$ cat config.mk
export PLATFORM = sky130hd
export DESIGN_NAME = dm_cmd_master_flat
export DESIGN_NICKNAME = d
export VERILOG_FILES = /design/src/rtl/dm_cmd_master_if.sv /design/src/rtl/dm_cmd_master.sv /design/src/flat_wrapper.sv
export SDC_FILE = /design/constraint.sdc
export NUM_CORES = 1
export LEC_CHECK = 0
export BUFFER_PORTS_ARGS = -buffer_cell sky130_fd_sc_hd__clkbuf_2
export CORE_MARGIN = 4
export CORE_UTILIZATION = 49
export DETAILED_ROUTE_END_ITERATION = 8
export PLACE_DENSITY = 0.88
export SLEW_MARGIN = 20
export SYNTH_ARGS = -nofsm -noshare
export SYNTH_HDL_FRONTEND = slang
export SYNTH_SLANG_ARGS = --single-unit
$ cat constraint.sdc
create_clock -name clk -period 1.5 [get_ports clk]
set_input_delay 0.225 -clock clk [delete_from_list [all_inputs] [get_ports clk]]
set_output_delay 0.225 -clock clk [all_outputs]
set_load 0.1 [all_outputs]
$ cat src/rtl/dm_cmd_master_if.sv
// AXI4-Lite bus between dm_cmd_master and the data-mover register slave.
// Address width is a parameter so the bus matches the slave's register window.
interface dm_cmd_master_if #(
    parameter int AW = 8
);
    logic [AW-1:0] M_AXI_AWADDR;
    logic [2:0]    M_AXI_AWPROT;
    logic          M_AXI_AWVALID;
    logic          M_AXI_AWREADY;
    logic [31:0]   M_AXI_WDATA;
    logic [3:0]    M_AXI_WSTRB;
    logic          M_AXI_WVALID;
    logic          M_AXI_WREADY;
    logic [1:0]    M_AXI_BRESP;
    logic          M_AXI_BVALID;
    logic          M_AXI_BREADY;
    logic [AW-1:0] M_AXI_ARADDR;
    logic [2:0]    M_AXI_ARPROT;
    logic          M_AXI_ARVALID;
    logic          M_AXI_ARREADY;
    logic [31:0]   M_AXI_RDATA;
    logic [1:0]    M_AXI_RRESP;
    logic          M_AXI_RVALID;
    logic          M_AXI_RREADY;

    modport master (
        output M_AXI_AWADDR, M_AXI_AWPROT, M_AXI_AWVALID,
        input  M_AXI_AWREADY,
        output M_AXI_WDATA, M_AXI_WSTRB, M_AXI_WVALID,
        input  M_AXI_WREADY,
        input  M_AXI_BRESP, M_AXI_BVALID,
        output M_AXI_BREADY,
        output M_AXI_ARADDR, M_AXI_ARPROT, M_AXI_ARVALID,
        input  M_AXI_ARREADY,
        input  M_AXI_RDATA, M_AXI_RRESP, M_AXI_RVALID,
        output M_AXI_RREADY
    );

    modport slave (
        input  M_AXI_AWADDR, M_AXI_AWPROT, M_AXI_AWVALID,
        output M_AXI_AWREADY,
        input  M_AXI_WDATA, M_AXI_WSTRB, M_AXI_WVALID,
        output M_AXI_WREADY,
        output M_AXI_BRESP, M_AXI_BVALID,
        input  M_AXI_BREADY,
        input  M_AXI_ARADDR, M_AXI_ARPROT, M_AXI_ARVALID,
        output M_AXI_ARREADY,
        output M_AXI_RDATA, M_AXI_RRESP, M_AXI_RVALID,
        input  M_AXI_RREADY
    );
endinterface

$ cat src/rtl/dm_cmd_master.sv
// AXI4-Lite initiator: programs the data-mover registers for one copy command,
// writes START, polls busy until clear, then pulses done with the error status.
module dm_cmd_master #(
    parameter int            AW        = 8,
    parameter logic [AW-1:0] BASE_ADDR = '0,
    parameter int            POLL_GAP  = 16
) (
    input  logic            clk,
    input  logic            resetn,
    input  logic [63:0]     cmd_src,
    input  logic [63:0]     cmd_dst,
    input  logic [63:0]     cmd_count,
    input  logic            cmd_valid,
    output logic            cmd_ready,
    output logic            done,
    output logic            err,
    output logic [1:0]      err_resp,
    dm_cmd_master_if.master m_axi
);

    localparam int GW = (POLL_GAP > 1) ? $clog2(POLL_GAP) : 1;

    typedef enum logic [2:0] {
        S_IDLE, S_WADDR, S_WRESP, S_GAP, S_RADDR, S_RDATA, S_DONE
    } state_t;

    state_t        r_state;
    logic [63:0]   r_src;
    logic [63:0]   r_dst;
    logic [63:0]   r_cnt;
    logic [2:0]    r_widx;
    logic          r_issued;
    logic          r_aw_done;
    logic          r_w_done;
    logic [GW-1:0] r_gap_cnt;
    logic          r_awvalid;
    logic          r_wvalid;
    logic          r_bready;
    logic          r_arvalid;
    logic          r_rready;
    logic [AW-1:0] r_awaddr;
    logic [31:0]   r_wdata;
    logic [AW-1:0] r_araddr;
    logic          r_done;
    logic          r_err;
    logic [1:0]    r_err_resp;

    logic          w_aw_hs;
    logic          w_w_hs;
    logic          w_b_hs;
    logic          w_ar_hs;
    logic          w_r_hs;
    logic [2:0]    w_next_idx;
    logic [31:0]   w_reg_data [0:7];
    logic [AW-1:0] w_reg_addr [0:7];

    // Register image: index 0 is START, odd/even pairs are high/low halves.
    assign w_reg_data[0] = 32'h1;
    assign w_reg_data[7] = 32'h0;
    for (genvar gi = 0; gi < 3; gi++) begin : g_halves
        logic [63:0] w_field;
        assign w_field = (gi == 0) ? r_src : ((gi == 1) ? r_dst : r_cnt);
        assign w_reg_data[2*gi+1] = w_field[63:32];
        assign w_reg_data[2*gi+2] = w_field[31:0];
    end

    for (genvar gi = 0; gi < 8; gi++) begin : g_addr
        assign w_reg_addr[gi] = (gi < 7) ? BASE_ADDR + AW'(4 * gi) : BASE_ADDR;
    end

    assign w_aw_hs    = r_awvalid && m_axi.M_AXI_AWREADY;
    assign w_w_hs     = r_wvalid  && m_axi.M_AXI_WREADY;
    assign w_b_hs     = r_bready  && m_axi.M_AXI_BVALID;
    assign w_ar_hs    = r_arvalid && m_axi.M_AXI_ARREADY;
    assign w_r_hs     = r_rready  && m_axi.M_AXI_RVALID;
    assign w_next_idx = (r_widx == 3'd6) ? 3'd0 : r_widx + 3'd1;

    always_ff @(posedge clk or negedge resetn) begin
        if (!resetn) begin
            r_state    <= S_IDLE;
            r_src      <= '0;
            r_dst      <= '0;
            r_cnt      <= '0;
            r_widx     <= '0;
            r_issued   <= 1'b0;
            r_aw_done  <= 1'b0;
            r_w_done   <= 1'b0;
            r_gap_cnt  <= '0;
            r_awvalid  <= 1'b0;
            r_wvalid   <= 1'b0;
            r_bready   <= 1'b0;
            r_arvalid  <= 1'b0;
            r_rready   <= 1'b0;
            r_awaddr   <= '0;
            r_wdata    <= '0;
            r_araddr   <= '0;
            r_done     <= 1'b0;
            r_err      <= 1'b0;
            r_err_resp <= 2'b00;
        end else begin
            r_done <= 1'b0;
            case (r_state)
                S_IDLE: begin
                    if (cmd_valid) begin
                        r_src    <= cmd_src;
                        r_dst    <= cmd_dst;
                        r_cnt    <= cmd_count;
                        r_widx   <= 3'd1;
                        r_issued <= 1'b0;
                        r_state  <= S_WADDR;
                    end
                end

                // First cycle presents AW and W; afterwards each drops on its own handshake.
                S_WADDR: begin
                    if (!r_issued) begin
                        r_issued  <= 1'b1;
                        r_awvalid <= 1'b1;
                        r_wvalid  <= 1'b1;
                        r_awaddr  <= w_reg_addr[r_widx];
                        r_wdata   <= w_reg_data[r_widx];
                        r_aw_done <= 1'b0;
                        r_w_done  <= 1'b0;
                    end else begin
                        if (w_aw_hs) begin
                            r_awvalid <= 1'b0;
                            r_aw_done <= 1'b1;
                        end
                        if (w_w_hs) begin
                            r_wvalid <= 1'b0;
                            r_w_done <= 1'b1;
                        end
                        if ((r_aw_done || w_aw_hs) && (r_w_done || w_w_hs)) begin
                            r_bready <= 1'b1;
                            r_state  <= S_WRESP;
                        end
                    end
                end

                S_WRESP: begin
                    if (w_b_hs) begin
                        r_bready <= 1'b0;
                        if (m_axi.M_AXI_BRESP != 2'b00) begin
                            r_err      <= 1'b1;
                            r_err_resp <= m_axi.M_AXI_BRESP;
                            r_done     <= 1'b1;
                            r_state    <= S_DONE;
                        end else if (r_widx == 3'd0) begin
                            r_gap_cnt <= '0;
                            r_state   <= S_GAP;
                        end else begin
                            r_widx   <= w_next_idx;
                            r_issued <= 1'b0;
                            r_state  <= S_WADDR;
                        end
                    end
                end

                S_GAP: begin
                    if (r_gap_cnt == GW'(POLL_GAP - 1)) begin
                        r_issued <= 1'b0;
                        r_state  <= S_RADDR;
                    end else begin
                        r_gap_cnt <= r_gap_cnt + 1'b1;
                    end
                end

                S_RADDR: begin
                    if (!r_issued) begin
                        r_issued  <= 1'b1;
                        r_arvalid <= 1'b1;
                        r_araddr  <= BASE_ADDR;
                    end else if (w_ar_hs) begin
                        r_arvalid <= 1'b0;
                        r_rready  <= 1'b1;
                        r_state   <= S_RDATA;
                    end
                end

                // Busy bit set means the mover is still running: wait and poll again.
                S_RDATA: begin
                    if (w_r_hs) begin
                        r_rready <= 1'b0;
                        if (m_axi.M_AXI_RRESP != 2'b00) begin
                            r_err      <= 1'b1;
                            r_err_resp <= m_axi.M_AXI_RRESP;
                            r_done     <= 1'b1;
                            r_state    <= S_DONE;
                        end else if (m_axi.M_AXI_RDATA[0]) begin
                            r_gap_cnt <= '0;
                            r_state   <= S_GAP;
                        end else begin
                            r_err      <= 1'b0;
                            r_err_resp <= 2'b00;
                            r_done     <= 1'b1;
                            r_state    <= S_DONE;
                        end
                    end
                end

                S_DONE: begin
                    r_state <= S_IDLE;
                end

                default: begin
                    r_state <= S_IDLE;
                end
            endcase
        end
    end

    assign cmd_ready = (r_state == S_IDLE) && resetn;
    assign done      = r_done;
    assign err       = r_err;
    assign err_resp  = r_err_resp;

    assign m_axi.M_AXI_AWADDR  = r_awaddr;
    assign m_axi.M_AXI_AWPROT  = 3'b000;
    assign m_axi.M_AXI_AWVALID = r_awvalid;
    assign m_axi.M_AXI_WDATA   = r_wdata;
    assign m_axi.M_AXI_WSTRB   = 4'hF;
    assign m_axi.M_AXI_WVALID  = r_wvalid;
    assign m_axi.M_AXI_BREADY  = r_bready;
    assign m_axi.M_AXI_ARADDR  = r_araddr;
    assign m_axi.M_AXI_ARPROT  = 3'b000;
    assign m_axi.M_AXI_ARVALID = r_arvalid;
    assign m_axi.M_AXI_RREADY  = r_rready;

endmodule

$ cat src/flat_wrapper.sv
// flat-port wrapper written by rule: the top's interface ports become plain ports
module dm_cmd_master_flat 
#(
    parameter int            AW        = 8,
    parameter logic [AW-1:0] BASE_ADDR = '0,
    parameter int            POLL_GAP  = 16
)
  (clk, resetn, cmd_src, cmd_dst, cmd_count, cmd_valid, cmd_ready, done, err, err_resp, m_axi_M_AXI_AWADDR, m_axi_M_AXI_AWPROT, m_axi_M_AXI_AWVALID, m_axi_M_AXI_AWREADY, m_axi_M_AXI_WDATA, m_axi_M_AXI_WSTRB, m_axi_M_AXI_WVALID, m_axi_M_AXI_WREADY, m_axi_M_AXI_BRESP, m_axi_M_AXI_BVALID, m_axi_M_AXI_BREADY, m_axi_M_AXI_ARADDR, m_axi_M_AXI_ARPROT, m_axi_M_AXI_ARVALID, m_axi_M_AXI_ARREADY, m_axi_M_AXI_RDATA, m_axi_M_AXI_RRESP, m_axi_M_AXI_RVALID, m_axi_M_AXI_RREADY);
  dm_cmd_master_if #(.AW(AW)) m_axi_i ();
  input  logic clk;
  input  logic resetn;
  input  logic [63:0] cmd_src;
  input  logic [63:0] cmd_dst;
  input  logic [63:0] cmd_count;
  input  logic cmd_valid;
  output logic cmd_ready;
  output logic done;
  output logic err;
  output logic [1:0] err_resp;
  output wire logic [$bits(m_axi_i.M_AXI_AWADDR)-1:0] m_axi_M_AXI_AWADDR;
  output wire logic [$bits(m_axi_i.M_AXI_AWPROT)-1:0] m_axi_M_AXI_AWPROT;
  output wire logic [$bits(m_axi_i.M_AXI_AWVALID)-1:0] m_axi_M_AXI_AWVALID;
  input wire logic [$bits(m_axi_i.M_AXI_AWREADY)-1:0] m_axi_M_AXI_AWREADY;
  output wire logic [$bits(m_axi_i.M_AXI_WDATA)-1:0] m_axi_M_AXI_WDATA;
  output wire logic [$bits(m_axi_i.M_AXI_WSTRB)-1:0] m_axi_M_AXI_WSTRB;
  output wire logic [$bits(m_axi_i.M_AXI_WVALID)-1:0] m_axi_M_AXI_WVALID;
  input wire logic [$bits(m_axi_i.M_AXI_WREADY)-1:0] m_axi_M_AXI_WREADY;
  input wire logic [$bits(m_axi_i.M_AXI_BRESP)-1:0] m_axi_M_AXI_BRESP;
  input wire logic [$bits(m_axi_i.M_AXI_BVALID)-1:0] m_axi_M_AXI_BVALID;
  output wire logic [$bits(m_axi_i.M_AXI_BREADY)-1:0] m_axi_M_AXI_BREADY;
  output wire logic [$bits(m_axi_i.M_AXI_ARADDR)-1:0] m_axi_M_AXI_ARADDR;
  output wire logic [$bits(m_axi_i.M_AXI_ARPROT)-1:0] m_axi_M_AXI_ARPROT;
  output wire logic [$bits(m_axi_i.M_AXI_ARVALID)-1:0] m_axi_M_AXI_ARVALID;
  input wire logic [$bits(m_axi_i.M_AXI_ARREADY)-1:0] m_axi_M_AXI_ARREADY;
  input wire logic [$bits(m_axi_i.M_AXI_RDATA)-1:0] m_axi_M_AXI_RDATA;
  input wire logic [$bits(m_axi_i.M_AXI_RRESP)-1:0] m_axi_M_AXI_RRESP;
  input wire logic [$bits(m_axi_i.M_AXI_RVALID)-1:0] m_axi_M_AXI_RVALID;
  output wire logic [$bits(m_axi_i.M_AXI_RREADY)-1:0] m_axi_M_AXI_RREADY;
  assign m_axi_M_AXI_AWADDR = m_axi_i.M_AXI_AWADDR;
  assign m_axi_M_AXI_AWPROT = m_axi_i.M_AXI_AWPROT;
  assign m_axi_M_AXI_AWVALID = m_axi_i.M_AXI_AWVALID;
  assign m_axi_i.M_AXI_AWREADY = m_axi_M_AXI_AWREADY;
  assign m_axi_M_AXI_WDATA = m_axi_i.M_AXI_WDATA;
  assign m_axi_M_AXI_WSTRB = m_axi_i.M_AXI_WSTRB;
  assign m_axi_M_AXI_WVALID = m_axi_i.M_AXI_WVALID;
  assign m_axi_i.M_AXI_WREADY = m_axi_M_AXI_WREADY;
  assign m_axi_i.M_AXI_BRESP = m_axi_M_AXI_BRESP;
  assign m_axi_i.M_AXI_BVALID = m_axi_M_AXI_BVALID;
  assign m_axi_M_AXI_BREADY = m_axi_i.M_AXI_BREADY;
  assign m_axi_M_AXI_ARADDR = m_axi_i.M_AXI_ARADDR;
  assign m_axi_M_AXI_ARPROT = m_axi_i.M_AXI_ARPROT;
  assign m_axi_M_AXI_ARVALID = m_axi_i.M_AXI_ARVALID;
  assign m_axi_i.M_AXI_ARREADY = m_axi_M_AXI_ARREADY;
  assign m_axi_i.M_AXI_RDATA = m_axi_M_AXI_RDATA;
  assign m_axi_i.M_AXI_RRESP = m_axi_M_AXI_RRESP;
  assign m_axi_i.M_AXI_RVALID = m_axi_M_AXI_RVALID;
  assign m_axi_M_AXI_RREADY = m_axi_i.M_AXI_RREADY;
  dm_cmd_master #(.AW(AW), .BASE_ADDR(BASE_ADDR), .POLL_GAP(POLL_GAP)) u_core (.clk(clk), .resetn(resetn), .cmd_src(cmd_src), .cmd_dst(cmd_dst), .cmd_count(cmd_count), .cmd_valid(cmd_valid), .cmd_ready(cmd_ready), .done(done), .err(err), .err_resp(err_resp), .m_axi(m_axi_i));
endmodule
==> run summary <==
Status: finished with violations
Failing checks: setup timing
Crit-path cells: buf_12, buf_16, buf_6, mux2i_2, nor2_1, a21oi_2, a211oi_2, a21o_1
Synth Warn #: 0
Skew-Pair Late Insertion Delay: 0.55 ns
Logic gate share of total power: 0.085
Final total power: 14.8 mW
Flop pwr share: 0.455
Wire per inst: 27.6 µm
I/O pin total: 304
H-tree depth: 1
Vias per cell: 5.85
Post-synthesis adder-cell area fraction: 0.00200
Site Rows: 58
TNS Setup: -57.56 ns
GR Overflow Total: 0
Cell Area, Synth: 0.0125 mm²
WP buf/inv: 3
Period minus WS final: 1.94 ns
Final Max Tran Viols: 0
GR Util All Layers: 0.322
Number of global-route vias before repair: 11600
Worst stage delay on the critical path: 0.46 ns
Clk pin slew, worst setup/hold paths: 0.07 ns
Most common cell after layout, fill and taps aside: dfrtp_1
CP max FO: 8
Final Cell Area: 0.0192 mm²
Switching share of total power: 0.246
Largest net degree at the start of global routing: 169
Sequential cell area fraction in the yosys report: 0.498
Synth Area in Compound Gates: 0.103
Post-synthesis async set-or-reset flop share: 1.00
Avg Inst Size Synth: 14.0 µm²
Mapped Cells: 897
Unrepaired setup endpoints after global routing: true
Filler cells: 1310
Initial DRC count: 1095
Crit path launch type: flip-flop
Share of cells above drive strength 1: 0.543
Worst slew pin tran: 0.842 ns
Drt first pass iters: 7
Clock power share: 0.461
Clk root buf: clkbuf_16
Die Height: 168 µm
Die X: 168 µm
R2R depth: 8
Dpl hpwl: 24800 µm
Via count: 10600
Simple-gate share of the synthesized area: 0.0449
Fmax: 516 MHz
Maxcap violations: 0
Critical Path RT: 1.91 ns
Initial antenna violation count: 4
Most frequent cells in the layout: dfrtp_1 (239), clkbuf_2 (203), dlygate4sd3_1 (197)
CTS buffer count: 27
# DRC: 0
Internal power: 11.1 mW
Crit path from: u_core.r_widx[1]
Input/output buffers: 249
Worst setup path class: flip-flop to flip-flop
Nets@finish: 1693
Distinct cells, synth: 56
Global-route wire length before repair: 70400 µm
P_leak: 9.24 nW
Starting Density: 0.497
Slowest cell on crit path: dfrtp_4
EDFF count, synth: 0
Floorplan core area: 0.0252 mm²
CTS tree: done
Reg2reg setup slack: -0.44 ns
Hold Path Stages: 4
RR Endpoint: u_core.m_axi.M_AXI_WDATA[11]
WP data arrival: 2.35 ns
Hold Path Origin: m_axi_M_AXI_ARREADY
Critical path depth: 8
Maximum VDD drop: 1.03 mV
Maximum buffer depth of the clock tree: 3
TritonCTS Sinks: 249
Layout area overhead: 53.4%
Hold WC Path Type: input port to flip-flop
Crit. End Element: flip-flop
Cell family with most CP delay: buffers and inverters
Most used DFF post-synth: dfrtp_1
Final Hold Violating Endpoints: 0
Die area: 0.0282 mm²
Largest family of logic cells by synthesized area: multiplexers
Clock Skew: 0.0168 ns
Storage cell area: 0.00626 mm²
Worst r2r src: u_core.r_widx[1]
# setup viols final: 247
Slew margin rel.: 0.439
Footprint of the multi-input gates: 0.00624 mm²
Post-synthesis mux area share: 0.279
XOR/XNOR Fraction of Synth Area: 0
Routability cong.: 0.899
Final period util: 1.29
Post-Route WL: 49900 µm
Worst setup path endpoint: u_core.m_axi.M_AXI_WDATA[11]
Power density cells: 769 mW/mm²
Seq cells post-synth: 249
Final worst slack: -0.439 ns
Antenna viol nets, final: 0
Switching power: 3.63 mW
Placed cell areas: 0.0146 mm²
[area by class of cell]
| type | count | area share |
|---|---|---|
| Antenna cell | 7 | 0.000912 |
| Clock buffer | 38 | 0.0394 |
| Clock inverter | 10 | 0.00547 |
| Inverter | 4 | 0.000912 |
| Multi-Input combinational cell | 576 | 0.325 |
| Sequential cell | 249 | 0.326 |
| Tap cell | 330 | 0.0215 |
| Timing Repair Buffer | 597 | 0.281 |
[kinds of logic after synthesis]
family | Yosys count
other | 2
flip-flops | 249
adder cells (fa/ha/maj) | 2
AND/OR/NAND/NOR | 113
buffers and inverters | 95
AO/OA/AOI/OAI | 178
multiplexers | 258
[per-stage QoR]
step	instances	util	hold WS [ns]	setup slack (ns)
after floorplan	918	-	-0.0706	-0.137
after global placement	1513	0.582	0.343	-0.418
after detailed placement	1513	0.582	0.347	-0.452
after CTS	1811	0.751	0.00728	-0.300
after global routing	1807	0.762	0.0232	-0.429
final	1811	0.763	0.00153	-0.439
[how the worst min path moves through the flow]
stage                                      to  slack (ns)
5_1_grt            u_core.m_axi.M_AXI_ARVALID        0.02
2_1_floorplan                     u_core.done       -0.07
3_3_place_gp   u_core.g_halves[0].w_field[27]        0.34
3_5_place_dp   u_core.g_halves[0].w_field[57]        0.35
6_report           u_core.m_axi.M_AXI_ARVALID       0.002
4_1_cts            u_core.m_axi.M_AXI_ARVALID       0.007
[synthesized netlist by cell type, types with 2 or more instances]
library cell / number / area [µm²]
dfrtp_1: 249 / 6230
mux2_4: 169 / 2540
mux2_2: 52 / 586
nor2_1: 45 / 169
a21oi_1: 44 / 220
mux2i_1: 36 / 360
nand2_1: 35 / 131
a21o_1: 32 / 240
a211oi_1: 31 / 233
a221oi_1: 29 / 254
buf_4: 28 / 210
buf_12: 18 / 360
buf_6: 17 / 191
o21ai_0: 16 / 80.1
buf_2: 12 / 60.1
clkbuf_1: 10 / 37.5
nand3_1: 6 / 30.0
buf_1: 5 / 18.8
nand2b_1: 5 / 31.3
nor3_1: 4 / 20.0
a221oi_2: 3 / 45.0
a31oi_1: 3 / 18.8
inv_1: 3 / 11.3
nor3_4: 3 / 48.8
o21ai_1: 3 / 15.0
o31ai_1: 3 / 22.5
and2_1: 2 / 12.5
conb_1: 2 / 7.51
ha_1: 2 / 25.0
nor2b_1: 2 / 12.5
o22a_1: 2 / 17.5
o31a_1: 2 / 17.5
[worst register-to-register path: stages, from the launching register on]
cell,delay [ns]
dfrtp_4,0.46
buf_12,0.18
buf_16,0.17
buf_6,0.16
mux2i_2,0.26
nor2_1,0.11
a21oi_2,0.20
a211oi_2,0.11
a21o_1,0.18
[what timing repair did]
item | CTS | global route
buffers inserted | 36 | 11
endpoints found under the setup margin | 251 | 271
cloned | 18 | 0
resized for setup | 158 | 124
hold endpoints to repair | 372 | 0
hold buffers | 197 | 0
pin swaps | 18 | 34
[state kept, by name, summed over array words and instances (netlist names)]
| register | count |
|---|---|
| u_core.m_axi.M_AXI_RREADY | 1 |
| u_core.r_issued | 1 |
| u_core.m_axi.M_AXI_AWVALID | 1 |
| u_core.r_state | 3 |
| u_core.done | 1 |
| u_core.m_axi.M_AXI_WVALID | 1 |
| u_core.r_aw_done | 1 |
| u_core.err | 1 |
| u_core.m_axi.M_AXI_BREADY | 1 |
| u_core.r_widx | 3 |
| u_core.m_axi.M_AXI_WDATA | 32 |
| u_core.r_gap_cnt | 4 |
| u_core.m_axi.M_AXI_ARVALID | 1 |
| u_core.r_w_done | 1 |
| u_core.err_resp | 2 |
| u_core.m_axi.M_AXI_AWADDR | 3 |
| u_core.g_halves.w_field | 192 |
[routing by layer]
| layer | GRT usage | vias to the layer above | routed length, µm |
|---|---|---|---|
| met5 | 0 | - | 7 |
| met4 | 0.188 | 2 | 3850 |
| met3 | 0.0610 | 263 | 3310 |
| met2 | 0.552 | 716 | 24900 |
| met1 | 0.377 | 5264 | 17900 |
| li1 | - | 4349 | - |
[power groups by stage]
| stage | Clock (mW) | Combinational (mW) | Sequential, mW |
|---|---|---|---|
| global route | 7.05 | 1.31 | 6.71 |
| floorplan | 0 | 0.324 | 6.84 |
| CTS | 6.60 | 1.19 | 6.72 |
| finish | 6.80 | 1.25 | 6.71 |
| global placement | 0 | 0.754 | 6.84 |
| detailed placement | 0 | 0.765 | 6.84 |
(Power assumes the default switching activity.)
